<file path="config.mk">
export PLATFORM = sky130hd
export DESIGN_NAME = act_lut_pipe
export DESIGN_NICKNAME = d
export VERILOG_FILES = /design/src/rtl/act_lut_pipe.sv
export SDC_FILE = /design/constraint.sdc
export NUM_CORES = 2
export LEC_CHECK = 0
export CAP_MARGIN = 30
export CORE_UTILIZATION = 40
export DETAILED_ROUTE_END_ITERATION = 8
export PLACE_DENSITY_LB_ADDON = 0.05
export SETUP_SLACK_MARGIN = 0.15
export SYNTH_ARGS = -nofsm -noshare
export SYNTH_HDL_FRONTEND = slang
export SYNTH_SLANG_ARGS = --single-unit
</file>
<file path="constraint.sdc">
create_clock -name clk -period 4.65 [get_ports clk]
set_input_delay 0.465 -clock clk [delete_from_list [all_inputs] [get_ports clk]]
set_output_delay 0.465 -clock clk [all_outputs]
set_load 0.05 [all_outputs]
</file>
<file path="src/rtl/act_lut_pipe.sv">
// Run-time loadable activation LUT with a 2-stage valid/ready lookup pipeline.
// Define LUT_SYM_EN to store only the x>=0 half and rebuild x<0 as ONE - f(-x).
module act_lut_pipe #(
  parameter int ADDR_W = 8,
  parameter int DATA_W = 16,
  parameter int FRAC_W = 12
) (
  input  logic              clk,
  input  logic              rst_n,
  input  logic              load_start_i,
  input  logic              load_valid_i,
  input  logic [DATA_W-1:0] load_data_i,
  output logic              load_done_o,
  input  logic              in_valid_i,
  output logic              in_ready_o,
  input  logic [ADDR_W-1:0] in_addr_i,
  output logic              out_valid_o,
  input  logic              out_ready_i,
  output logic [DATA_W-1:0] out_data_o
);

`ifdef LUT_SYM_EN
  localparam int IDX_W = ADDR_W - 1;
`else
  localparam int IDX_W = ADDR_W;
`endif
  localparam int TD = 1 << IDX_W;

  if (FRAC_W >= DATA_W) begin : g_bad_frac
    $error("act_lut_pipe: FRAC_W must be smaller than DATA_W");
  end

  typedef enum logic [1:0] {S_EMPTY, S_LOAD, S_RUN, S_DRAIN} state_t;

  state_t             state_q;
  logic [IDX_W-1:0]   wptr_q;
  logic               load_done_q;
  logic               s1_valid_q, out_valid_q;
  logic [DATA_W-1:0]  rd_q, out_data_q, post;
  logic [IDX_W-1:0]   rd_idx;
  logic               adv, accept, wr_en;
  logic [DATA_W-1:0]  mem [TD];

  assign adv        = !out_valid_q | out_ready_i;
  assign in_ready_o = (state_q == S_RUN) & adv;
  assign accept     = in_valid_i & in_ready_o;
  assign wr_en      = (state_q == S_LOAD) & load_valid_i & !load_start_i;

  always_ff @(posedge clk or negedge rst_n) begin
    if (!rst_n) begin
      state_q     <= S_EMPTY;
      wptr_q      <= '0;
      load_done_q <= 1'b0;
    end else begin
      load_done_q <= 1'b0;
      case (state_q)
        S_EMPTY: if (load_start_i) begin
          state_q <= S_LOAD;
          wptr_q  <= '0;
        end
        S_LOAD: begin
          if (load_start_i) wptr_q <= '0;
          else if (load_valid_i) begin
            wptr_q <= wptr_q + 1'b1;
            if (&wptr_q) begin
              state_q     <= S_RUN;
              load_done_q <= 1'b1;
            end
          end
        end
        S_RUN: if (load_start_i) state_q <= S_DRAIN;
        S_DRAIN: if (!s1_valid_q && !out_valid_q) begin
          state_q <= S_LOAD;
          wptr_q  <= '0;
        end
        default: state_q <= S_EMPTY;
      endcase
    end
  end

  // Writes only happen in LOAD and reads only in RUN, so one port suffices.
  always_ff @(posedge clk) begin
    if (wr_en)                mem[wptr_q] <= load_data_i;
    else if (accept && adv)   rd_q        <= mem[rd_idx];
  end

`ifdef LUT_SYM_EN
  localparam logic [DATA_W-1:0] ONE = {{(DATA_W-1){1'b0}}, 1'b1} << FRAC_W;
  logic [ADDR_W-1:0] addr_neg;
  logic              in_neg, in_mn, s1_neg_q, s1_mn_q;

  assign addr_neg = -in_addr_i;
  assign in_neg   = in_addr_i[ADDR_W-1];
  assign in_mn    = in_neg & ~|in_addr_i[ADDR_W-2:0];
  assign rd_idx   = in_neg ? addr_neg[IDX_W-1:0] : in_addr_i[IDX_W-1:0];
  assign post     = s1_mn_q ? '0 : (s1_neg_q ? ONE - rd_q : rd_q);

  always_ff @(posedge clk or negedge rst_n) begin
    if (!rst_n) begin
      s1_neg_q <= 1'b0;
      s1_mn_q  <= 1'b0;
    end else if (adv) begin
      s1_neg_q <= in_neg;
      s1_mn_q  <= in_mn;
    end
  end
`else
  assign rd_idx = in_addr_i;
  assign post   = rd_q;
`endif

  always_ff @(posedge clk or negedge rst_n) begin
    if (!rst_n) begin
      s1_valid_q  <= 1'b0;
      out_valid_q <= 1'b0;
      out_data_q  <= '0;
    end else if (adv) begin
      s1_valid_q  <= accept;
      out_valid_q <= s1_valid_q;
      if (s1_valid_q) out_data_q <= post;
    end
  end

  assign load_done_o = load_done_q;
  assign out_valid_o = out_valid_q;
  assign out_data_o  = out_data_q;

endmodule

</file>
==> impl_metrics.py <==
metrics = {
    "outcome": {
        "status": "finished with violations",
        "violations": "negative hold slack",
    },
    "clocking": {
        "cts_buffer_depth": 4,
        "cts_buffers": 451,
        "clkSinkCount": 4141,
        "insertion_delay_ns": 1.01,
        "clk_pin_slew_ns": 0.06,
        "cts_resized": 0,
        "cts-root-buf": "clkbuf_16",
        "cts_htree_levels": 5,
        "cts_setup_buffers": 0,
        "cts_tree": "yes",
    },
    "die": {
        "dieArea_mm2": 0.4035,
        "core_area_mm2": 0.3991,
        "die_y_um": 635.2,
        "fp.dieW_um": 635.2,
        "row_count": 232,
        "start_util": 0.4018,
        "io_pins": 49,
    },
    "drt": {
        "wl_um": 483300,
        "dr.pass1.iters": 5,
        "via_per_inst": 5.818,
        "route.detailed.drc": 0,
        "drt_iter0_markers": 8584,
        "via_count": 80342,
        "drtAntennaViolNets": 0,
        "wl_per_cell_um": 35.00,
    },
    "sta": {
        "fin_skew_ns": 0.04158,
        "setup_violations": 0,
        "maxSlewViolCount": 0,
        "fin_crit_sh": 0.8323,
        "slew-limit-headroom": 0.2049,
        "rsz0062_at_grt": "no",
        "fmax_mhz": 258.4,
        "worst_pin_slew_ns": 1.193,
        "final_hold_viol_count": 9,
        "fin_hold_ws_ns": -0.02161,
        "post-route-min-period_ns": 3.870,
        "finalSetupTns_ns": 0,
    },
    "yosys": {
        "synth_most_common_cell": "edfxtp_1",
        "synth_top_area_share": 0.7700,
        "synth.cell_area_mm2": 0.1604,
        "synth_area_per_cell_um2": 21.41,
        "ys_ff_latch": 4141,
        "yosysTopAreaCell": "edfxtp_1",
        "synth_simple_gate_area_share": 0.01652,
        "synth_top_family_by_area": "multiplexers",
        "yosys-mux-area-fraction": 0.1543,
        "yosys-top-cells-area": "edfxtp_1 77%, mux4_2 10%, mux2i_1 4.0%",
        "yosysSeqAreaShare": 0.7745,
        "yosys_warnings": 0,
        "syn_inst": 7489,
        "yosys.area_share.xor_xnor": 0,
        "ys_types": 53,
        "synth-edff-count": 4112,
        "synth_nets": 7528,
        "synth_fa_ha_area_frac": 0.0007022,
        "async_reset_ff_frac": 0.007003,
        "ys.flop_type": "edfxtp_1",
        "synth_commonest_cells": "4,112 x edfxtp_1, 735 x mux4_2, 640 x mux2i_1, 313 x o221ai_1, 279 x nor2_1",
        "synth-compound-area-share": 0.03569,
    },
    "critical_path": {
        "path_delay_family": "buffers and inverters",
        "reg2reg_depth": 9,
        "critPathLaunchType": "flop",
        "critPathKind": "reg -> out",
        "cp_data_arrival_time_ns": 3.41,
        "slowest_delay_ns": 0.90,
        "path_buf_inv": 2,
        "worstPathMaxFanout": 5,
        "critPathCapture": "in_ready_o",
        "endpoint_kind": "output port",
        "regToRegSetupSlack_ns": 1.34,
        "cp_num_cells": 4,
        "r2r-end": "mem[120][6]",
        "cp_cell_sequence": "buf_4 > nand2b_1 > and2_1 > clkdlybuf4s50_1",
        "startpoint": "out_valid_o",
        "worst_path_max_delay_cell": "clkdlybuf4s50_1",
        "rr_startpoint": "state_q[1]",
        "required_ns": 4.18,
    },
    "placed_design": {
        "io_buffers": 48,
        "dp_cells": 12944,
        "dpl-instance-area_mm2": 0.1706,
        "dp_hpwl_um": 289100,
        "place_congestion": 0.8684,
    },
    "global_route": {
        "grt_overflow": 0,
        "first_global_vias": 80293,
        "grt_usage": 0.2362,
        "grt_max_degree": 127,
        "antenna_found_initial": 23,
        "grt_pass1_wl_um": 668300,
    },
    "layout": {
        "finalNetCount": 8189,
        "final_cells": 13809,
        "drive_gt1_frac": 0.2581,
        "area_growth_pct": 15.35,
        "final_cell_area_mm2": 0.1850,
    },
    "pwr": {
        "power.leakage_nw": 59.08,
        "p_int_w": 0.06250,
        "power_density_mw_per_mm2": 435.8,
        "swShare": 0.2247,
        "power.switching_w": 0.01812,
        "p_seq_frac": 0.513,
        "comb_power_share": 0.059,
        "p_clk_frac": 0.428,
        "ir_drop_v": 0.0004311,
    },
    "min_path": {
        "hp-class": "in -> reg",
    },
    "job": {
        "max-cap-violations": 0,
    },
}
cell families (layout without fill, tap and decap cells):
logic type	count (synthesis)	in the layout
adders and majority gates	9	9
other	0	8
muxes	1489	1489
DFF	4141	4141
buffers and inverters	467	1514
and+or+nand+nor	589	589
AOI/OAI and AO/OA	794	794
worst min-delay path by stage:
| stage | startpoint | endpoint | slack [ns] | cells past startpoint |
|---|---|---|---|---|
| floorplan | rst_n | load_done_o | 0.17 | 0 |
| global placement | s1_valid_q | out_valid_o | 0.48 | 2 |
| detailed placement | s1_valid_q | out_valid_o | 0.49 | 2 |
| CTS | rst_n | load_done_o | 0.02 | 3 |
| global route | load_data_i[6] | mem[122][6] | 0.009 | 1 |
| finish | load_data_i[6] | mem[121][6] | -0.02 | 1 |
registers in the layout (all words and copies together), names as in the netlist:
name,flops
out_valid_o,1
mem,4096
load_done_o,1
out_data_o,16
wptr_q,8
s1_valid_q,1
state_q,2
post,16
through the flow:
stage                     total power [W]  setup WS, ns    util
after floorplan                   0.04451         1.694       -
final                             0.08062        0.7799  0.4635
after detailed placement          0.04698        0.3027  0.4275
after global routing              0.08291        0.8051  0.4635
after global placement            0.04692      0.009620  0.4271
after CTS                         0.08144        0.8207  0.4633
repair_timing:
item | 4_1_cts | 5_1_grt
endpoints found under the setup margin | 0 | 0
hold buffers | 15 | 0
hold endpoints to repair | 423 | 0
metal layers:
metal,up-vias,part of all wire,track usage
met1,44064,0.45,0.3513
met2,2563,0.47,0.3722
li1,33203,-,-
met3,508,0.058,0.03349
met5,-,0.000043,0
met4,4,0.022,0.05012
power by group through the flow:
| stage | clock network (W) | registers (W) | logic (W) |
|---|---|---|---|
| after floorplan | 0 | 0.0423 | 0.00222 |
| after CTS | 0.0352 | 0.0414 | 0.00484 |
| final | 0.0345 | 0.0414 | 0.00477 |
| after detailed placement | 0 | 0.0422 | 0.00482 |
| after global placement | 0 | 0.0422 | 0.00476 |
| after global routing | 0.0365 | 0.0414 | 0.00502 |
area by class of cell:
| cell class | count | area [µm²] |
|---|---|---|
| antenna | 8 | 20.02 |
| clock buffer | 576 | 11910 |
| clock inverter | 263 | 2207 |
| fill | 33223 | 214100 |
| inverter | 10 | 50.05 |
| multi-input combinational | 2881 | 33690 |
| sequential | 4141 | 124200 |
| tap | 5265 | 6588 |
| timing repair buffer | 665 | 6322 |
layout by cell type (no fill, tap or decap), types with 121 or more instances in the layout:
master / n
a21oi_1: 176
buf_4: 516
clkbuf_16: 458
clkinv_1: 123
edfxtp_1: 4112
mux2i_1: 640
mux4_2: 735
nor2_1: 159
nor3_1: 121
o221ai_1: 313
o22ai_1: 128
Note: power is estimated with default switching activity, not from simulation.
